`src/rtl/trdb_pkg.sv`:
```
// Shared trace-debug types: resynchronisation mode and scheduler state encodings.
package trdb_pkg;

   typedef enum logic [1:0] {
      RSYNC_OFF    = 2'd0,
      RSYNC_CYCLE  = 2'd1,
      RSYNC_PACKET = 2'd2
   } resync_mode_e;

   typedef enum logic [1:0] {
      RS_IDLE    = 2'd0,
      RS_COUNT   = 2'd1,
      RS_PENDING = 2'd2
   } resync_state_e;

endpackage

```
`src/rtl/trdb_resync_scheduler.sv`:
```
// Resync scheduler: counts cycles or packets against a programmable threshold and
// holds a sticky resync request until the packet emitter acknowledges the sync.
module trdb_resync_scheduler
   import trdb_pkg::*;
#(
   parameter int unsigned        CNT_W       = 16,
   parameter logic [CNT_W-1:0]   DEFAULT_MAX = 16'hFFFF
) (
   input  logic             clk_i,
   input  logic             rst_ni,
   input  logic             trace_enabled_i,
   input  logic [1:0]       mode_i,
   input  logic             packet_emitted_i,
   input  logic [CNT_W-1:0] cfg_max_i,
   input  logic             cfg_load_i,
   input  logic             force_resync_i,
   input  logic             resync_ack_i,
   output logic             resync_req_o,
   output logic             et_resync_max_o,
   output logic             gt_resync_max_o,
   output logic [CNT_W-1:0] count_o
);

   logic [CNT_W-1:0] max_q, max_d;
   logic [CNT_W-1:0] cnt_q, cnt_d;
   resync_state_e    state_q, state_d;

   logic mode_cycle, mode_packet, active, inc;

   assign mode_cycle  = (mode_i == RSYNC_CYCLE);
   assign mode_packet = (mode_i == RSYNC_PACKET);
   assign active      = trace_enabled_i && (mode_cycle || mode_packet);
   assign inc         = active && (state_q == RS_COUNT) &&
                        (mode_cycle || (mode_packet && packet_emitted_i));

   always_comb begin
      max_d   = max_q;
      cnt_d   = cnt_q;
      state_d = state_q;
      if (!active) begin
         state_d = RS_IDLE;
         cnt_d   = '0;
      end else if (cfg_load_i) begin
         // A zero threshold would make max_q-1 wrap, so it is clamped to 1.
         max_d = (cfg_max_i == '0) ? CNT_W'(1) : cfg_max_i;
         cnt_d = '0;
         if (state_q != RS_IDLE) state_d = RS_COUNT;
      end else if (state_q == RS_IDLE) begin
         state_d = RS_PENDING;
      end else if (resync_ack_i) begin
         cnt_d   = '0;
         state_d = force_resync_i ? RS_PENDING : RS_COUNT;
      end else if (force_resync_i && state_q == RS_COUNT) begin
         state_d = RS_PENDING;
      end else if (inc) begin
         cnt_d = cnt_q + CNT_W'(1);
         if (cnt_d == max_q) state_d = RS_PENDING;
      end
   end

   always_ff @(posedge clk_i or negedge rst_ni) begin
      if (!rst_ni) begin
         max_q   <= DEFAULT_MAX;
         cnt_q   <= '0;
         state_q <= RS_IDLE;
      end else begin
         max_q   <= max_d;
         cnt_q   <= cnt_d;
         state_q <= state_d;
      end
   end

   assign resync_req_o    = (state_q == RS_PENDING);
   assign et_resync_max_o = (cnt_q == (max_q - CNT_W'(1)));
   assign gt_resync_max_o = (cnt_q >= max_q);
   assign count_o         = cnt_q;

endmodule

```
`config.mk`:
```
export PLATFORM = sky130hd
export DESIGN_NAME = trdb_resync_scheduler
export DESIGN_NICKNAME = d
export VERILOG_FILES = /design/src/rtl/trdb_pkg.sv /design/src/rtl/trdb_resync_scheduler.sv
export SDC_FILE = /design/constraint.sdc
export NUM_CORES = 1
export LEC_CHECK = 0
export ABC_AREA = 1
export CAP_MARGIN = 5
export CORE_MARGIN = 2
export CORE_UTILIZATION = 49
export DETAILED_ROUTE_END_ITERATION = 7
export HOLD_SLACK_MARGIN = 0.05
export PLACE_DENSITY = 0.78
export SLEW_MARGIN = 20
export SYNTH_ARGS = -nofsm -noshare
export SYNTH_HDL_FRONTEND = slang
export SYNTH_SLANG_ARGS = --single-unit
```
`constraint.sdc`:
```
create_clock -name clk_i -period 2.7 [get_ports clk_i]
set_input_delay 0.54 -clock clk_i [delete_from_list [all_inputs] [get_ports clk_i]]
set_output_delay 0.54 -clock clk_i [all_outputs]
set_load 0.02 [all_outputs]
```
==> metrics.log <==
INFO  metric clk_pin_slew_worst_paths = 70 ps
INFO  metric yosysTopAreaCellShare = ~17%
INFO  metric number_of_antenna_violations_at_the_first_check_in_global_routing = 0
INFO  metric postSynthRegisterBits = 34
INFO  metric finalWorstPathRequiredPeriod = between 2000 and 3000 ps
INFO  metric power.ir.vdd_worst = 0.2140 mV
INFO  metric max_stage_delay = approximately 370 ps
INFO  metric postSynthCellCount = about 450
INFO  metric timing_worst_setup_path_type = reg -> out
INFO  metric fp-row-count = 28
INFO  metric fmaxAchievable = 379.9 MHz
INFO  metric finalWorstSetupSlack = just under 70 ps
INFO  metric cts-root-buf = clkbuf_8
INFO  metric violations = design-rule violations
INFO  metric drt_pre_antenna_iters = 7
INFO  metric skew = around 4.3 ps
INFO  metric max-clock-path-buffers = 2
INFO  metric number_of_buffers_added_on_ports = between 40 and 50
INFO  metric p_per_area = around 460 nW/um^2
INFO  metric crit_path_end_kind = primary output
INFO  metric hold_path_startpoint = state_q[0]
INFO  metric crit_start_category = register
INFO  metric grt_start_max_net_pins = 35
INFO  metric cap_viol_max_count = 0
INFO  metric globalRoute.busiestLayer = met2
INFO  metric dieArea = a little under 7000 um^2
INFO  metric most_area_hungry_cell_type_in_the_yosys_netlist = nand2_1
INFO  metric cp.required = 2160 ps
INFO  metric fin_area = around 3900 um^2
INFO  metric routed_wirelength = between 8000 and 9000 um
INFO  metric critical_path.top_delay_family = simple AND/OR/NAND/NOR gates
INFO  metric die_height = approximately 80 um
INFO  metric outcome = finished with violations
INFO  metric drt_drc_violations_left = 1
INFO  metric multiInputGateArea = just under 2000 um^2
INFO  metric nNetsFinal = 567
INFO  metric core_area = 5886 um^2
INFO  metric power.leakage = 0.001848 uW
INFO  metric crit_path_cell_trace = inv_1, ha_4, nand3_2, buf_4, nor3_2, xor2_1, nand3_1, nor2_1, nand4_1, nor2_1, buf_4
INFO  metric clk_latency = just under 300 ps
INFO  metric timing.critical_path.from = max_q[1]
INFO  metric final_cell_count_no_fill = around 600
INFO  metric top_post_synthesis_cells_by_area = nand2_1 (17%), dfrtp_1 (15%), dfstp_2 (14%), ha_1 (8.4%), inv_1 (8.2%)
INFO  metric dp_slack = -189.5 ps
INFO  metric placed_area = about 3700 um^2
INFO  metric grtUsageMet2 = around 46%
INFO  metric unrepaired_setup_endpoints_after_global_routing = yes
INFO  metric fp.dieW = 82.01 um
INFO  metric grt_pass1_vias = between 2000 and 3000
INFO  metric num-fill-cells = a little over 500
INFO  metric tritoncts_num_sinks = 34
INFO  metric synthToLayoutAreaGrowth = 32.40%
INFO  metric regToRegStartpoint = count_o[1]
INFO  metric drt-initial-drc-count = 290
INFO  metric finalCritPeriodShare = 97.50%
INFO  metric cp.arrival = 2090 ps
INFO  metric route.detailed.wl_per_inst = 14.39 um
INFO  metric worst-path-max-fanout = 4
INFO  metric drtAntennaViolNets = 0
INFO  metric cts_buffers = 5
INFO  metric grt_util_all_layers = between 20 and 30%
INFO  metric floorplan.initialDensity = between 50% and 60%
INFO  metric post_route_cells_drive_above_1_share = about 17%
INFO  metric maxSlewHeadroom = about 55%
INFO  metric worst_pin_slew = 667.9 ps
INFO  metric final-setup-viol-count = 0
INFO  metric ys_seq_area_share = 29.21%
INFO  metric top_level_ports = 44
INFO  metric rrSetupSlack = 300 ps
INFO  metric place.detailed.hpwl = approximately 6700 um
INFO  metric grt_overflow_total = 0
INFO  metric vias_per_cell = approximately 5.3
INFO  metric syn_area_per_cell = between 6 and 7 um^2
INFO  metric totalNegativeSetupSlack = 0 ps
INFO  metric final_max_slew_viol_count = 0
INFO  metric dp.cells = 590
INFO  metric cts.hold.buffers_added = 0
INFO  metric antennaDiodeCount = 0
INFO  metric register_area = between 800 and 900 um^2
INFO  metric dr_total_vias = approximately 3200
INFO  metric report.final.hold_viol_count = 0
INFO  metric groute.layer.met3.usage = about 3.8%
INFO  metric totalPowerFinal = between 1500 and 2000 uW
INFO  metric post_synth_instance_area = 2982 um^2
INFO  metric synth.lib_cells_used.distinct = 30
INFO  metric synthesized_netlist_net_count = between 400 and 500
INFO  metric hold_path_class = reg -> reg
INFO  metric place.gp.congestion = approximately 0.87
INFO  metric cts-htree-levels = 2
INFO  metric synth.yosys.warnings = 0
INFO  metric grt.met1_usage = between 30 and 40%
INFO  metric cts_tree = built
INFO  metric cp_num_buf_inv = 3
INFO  metric wire_length_of_the_first_global_routing_pass = 13570 um
INFO  metric crit_slowest_cell = dfstp_2
==> what timing repair did <==
item | CTS | global route
endpoints found under the setup margin | 2 | 2
resized for setup | 16 | 16
setup buffers | 0 | 0
pin swaps | 8 | 7
==> cell families (layout without fill, tap and decap cells) <==
group	Yosys count	count (layout)	share of synthesized area [%]
AND/OR/NAND/NOR	235	235	34.03
buffers and inverters	73	151	9.442
AO/OA/AOI/OAI	57	57	10.83
flip-flops	34	34	29.21
XOR/XNOR	26	26	8.099
adder cells (fa/ha/maj)	20	20	8.393
==> report_power, final <==
part / total, uW / internal (uW) / leakage [uW] / switching (uW)
clock: 459 / 258 / 0.0000575 / 201
sequential: 661 / 604 / 0.000418 / 56.7
combinational: 714 / 318 / 0.00137 / 396
==> layout by cell type, fill, tap and decap left out, types with 4 or more instances in the layout <==
cell type / n
clkdlybuf4s50_1: 41
nor3_1: 4
nand2_1: 130
xnor2_1: 5
o22ai_1: 10
nor2_4: 5
o21ai_0: 28
clkbuf_8: 8
a21oi_1: 10
ha_1: 18
nand3_1: 31
nor2_1: 38
dfstp_2: 16
nor4_1: 4
nor2_2: 4
dfrtp_1: 18
xor2_1: 18
inv_1: 63
nand4_1: 10
buf_4: 33
==> metal layers <==
layer / vias to the layer above / routed length [um]
met5: - / 0
met4: 0 / 216
li1: 1593 / -
met2: 95 / 4280
met1: 1475 / 3643
met3: 19 / 467
==> tightest hold or removal path: stages, from the launching register on <==
cell,delay [ps]
dfrtp_1,370
nand2_1,60
nand2_1,50
==> flip-flops by register name, summed over array words and instances (netlist names) <==
signal	cells
count_o	16
max_q	16
state_q	2
==> path summary, 6_finish.rpt <==
check / endpoint / cells after the start
max: et_resync_max_o / 11
min: state_q[0] / 2
max reg2reg: state_q[1] / 13
min reg2reg: state_q[0] / 2
max in group asynchronous: max_q[12] / 2
min in group asynchronous: count_o[1] / 2
==> synth_stat cells <==
cell and number:
xnor3_1 1, nor4_1 4, dfstp_2 16, o221ai_1 1, nor2_1 40, o21bai_2 1, inv_1 65, o31ai_1 2
o22ai_1 10, nand2_1 132, a211oi_1 1, o21ai_0 28, o21bai_1 2, nand3_1 32, clkbuf_1 3, buf_2 3
nand3_2 1, nand4_1 10, xnor2_1 6, nand2_2 2, nor3_1 7, ha_1 20, nor2_2 3, nor2_4 4
xor2_1 19, inv_2 1, a21oi_1 11, dfrtp_1 18, a22oi_1 1, buf_4 1
==> area by class of cell <==
class | count | share of cell area [%]
inverter | 66 | 6.276
sequential | 34 | 22.06
timing repair buffer | 77 | 17.75
clock buffer | 8 | 2.789
multi-input combinational | 338 | 48.75
tap | 75 | 2.377
==> stage by stage <==
step,hold WS [ps],util [%]
after global routing,538.7,67.07
after global placement,487.1,63.54
after detailed placement,498.5,63.54
after floorplan,244.4,-
final,510.3,67.07
after CTS,515.2,65.88
(Power assumes the default switching activity.)
==> variant (same settings) <==
Encoding of `resync_state_e`: now one-hot (3 bits for 3 states).
--- a/src/rtl/trdb_pkg.sv
+++ b/src/rtl/trdb_pkg.sv
@@ -7,10 +7,10 @@
       RSYNC_PACKET = 2'd2
    } resync_mode_e;
 
-   typedef enum logic [1:0] {
-      RS_IDLE    = 2'd0,
-      RS_COUNT   = 2'd1,
-      RS_PENDING = 2'd2
+   typedef enum logic [2:0] {
+      RS_IDLE    = 3'b001,
+      RS_COUNT   = 3'b010,
+      RS_PENDING = 3'b100
    } resync_state_e;
 
 endpackage
Formal check against the unedited RTL: no difference found for any inputs over 4 cycles, from zero or initial values and one cycle with rst_ni low; so few cycles prove little.
==> variant against the original RTL <==
Combinational power grew 6.3%. Power is 2.3% higher. Sequential cell count grew 1. Wire length shrank 0.37%. Area after synthesis shrank 0.42%. Register-to-register slack improved by 0.12 ns. Largest power group unchanged. Utilization is 2.2 points higher. Design area increased by 3.3%. First-iteration DRC count is 5.2% higher. Sequential share of layout area decreased by 0.066 points. Worst setup slack worse by 0.059 ns. Via count grew 3.0%.
==> variant: results (changes against the original RTL) <==
Finish
  – Final nets: 572 (+0.88%)
  – Fillers: 472 (-6.3%)
  – Share of layout cells above drive strength 1: 0.227 (+0.0571)

Synth
  – Top cells by area, synth: dfrtp_1 15%, dfstp_2 15%, nand2_1 14%
  – Synth Instances: 431 (-3.1%)
  – Synth cell count leaders: 109 x nand2_1, 55 x inv_1, 45 x nor2_1, 31 x o21ai_0, 29 x nand3_1
  – Syn nets: 476 (-2.9%)
  – Cell variety after synth: 38 (+27%)
  – Post-synthesis sequential area ratio: 0.302 (+0.0101)

Power
  – Max IR drop VDD: 399 µV (+86%)
  – Clk pwr: 444 µW (-3%)
  – Pwr Density: 460 nW/µm² (-0.99%)
  – Lkg Pwr: 0.00184 µW (-0.20%)
  – Sw frac: 0.361 (+0.00503)
  – P_comb: 759 µW (+6.3%)

Place
  – Gp weighted congestion: 1.00 (+15%)
  – Pre-CTS WS: -0.219 ns (-0.0293 ns)
  – Cell count after placement: 595 (+0.85%)
  – Post-DP HPWL: 6.52 mm (-3.3%)

Worst hold path
  – Hold Crit Class: flip-flop to flip-flop
  – Worst Hold End: state_q[2]$_DFFE_PN0P_
  – Hold depth: 2 (unchanged)

Worst setup path
  – CP arrival: 2.15 ns (+0.06 ns)
  – R2R Setup Slk: 0.42 ns (+0.12 ns)
  – R2R depth: 15 (+2)
  – Slowest stage cell on the critical path: dfstp_2
  – Slowest stage delay, CP: 0.54 ns (+0.17 ns)
  – Worst R2R End: state_q[2]$_DFFE_PN0P_

Global routing
  – GR Layer Usage met2: 0.455 (-0.00488)
  – Met1 Track Usage GR: 0.360 (+0.0162)
  – First-pass GRT wire length: 14.0 mm (+2.9%)
  – Largest net degree at the start of global routing: 36 (+2.9%)
  – Gr usage total: 0.272 (+0.00350)

Drt
  – Initial DRC count: 305 (+5.2%)
  – Detailed Routing Iterations Pass 1: 5 (-2)
  – Met3 Wirelength: 686 µm (+47%)
  – Routed vias/inst: 5.43 (+2.1%)
  – Vias: 3277 (+3.0%)
  – Wire per inst: 14.2 µm (-1.2%)
  – M1 WL: 3.56 mm (-2.2%)

Timing
  – Skew final: 0.0110 ns (+0.00668 ns)
  – Worst slew margin: 0.670 (+0.119)

Run
  – MaxCap Viol Count: 0 (unchanged)

Outcome
  – Status: completed

CTS
  – Total CTS buffers: 5 (unchanged)
## variant: what timing repair did
action                                  in CTS  in global routing
cloned                                       0                  0
buffers inserted                             0                  1
gates resized for setup                     19                 18
pin swaps                                   11                  9
endpoints found under the setup margin       2                  2
## variant: worst max-delay path by stage
stage / from / end / cells after the start / slack (ns)
floorplan: max_q[15]$_DFFE_PN1P_ / gt_resync_max_o / 6 / 0.17
global placement: max_q[0]$_DFFE_PN1P_ / et_resync_max_o / 11 / -0.16
detailed placement: max_q[0]$_DFFE_PN1P_ / et_resync_max_o / 11 / -0.22
CTS: max_q[0]$_DFFE_PN1P_ / et_resync_max_o / 11 / -0.03
global route: max_q[0]$_DFFE_PN1P_ / et_resync_max_o / 11 / -0.07
finish: max_q[0]$_DFFE_PN1P_ / et_resync_max_o / 11 / 0.008
## variant: metrics by stage
| step | instance area [µm²] | TNS, ns | hold slack (ns) |
|---|---|---|---|
| final | 4080 | 0 | 0.475 |
| after floorplan | 2970 | 0 | 0.244 |
| after CTS | 3980 | -0.0489 | 0.485 |
| after detailed placement | 3850 | -0.420 | 0.467 |
| after global placement | 3850 | -0.290 | 0.460 |
| after global routing | 4080 | -0.0749 | 0.527 |
## variant: area by class of cell
| class | instances | area (µm²) | area share |
|---|---|---|---|
| Clock buffer | 8 | 100 | 0.0245 |
| Multi-Input combinational cell | 335 | 1970 | 0.483 |
| Tap cell | 75 | 93.8 | 0.0230 |
| Inverter | 57 | 214 | 0.0525 |
| Sequential cell | 35 | 897 | 0.220 |
| Timing Repair Buffer | 93 | 805 | 0.197 |
## variant: kinds of logic (layout without fill, tap and decap cells)
group	count (synthesis)	after routing	synth area share
compound gates	70	70	0.131
xor+xnor	21	21	0.0619
fa+ha+maj	20	20	0.0843
buf+inv	61	158	0.0784
flops	35	35	0.302
simple gates	224	224	0.343
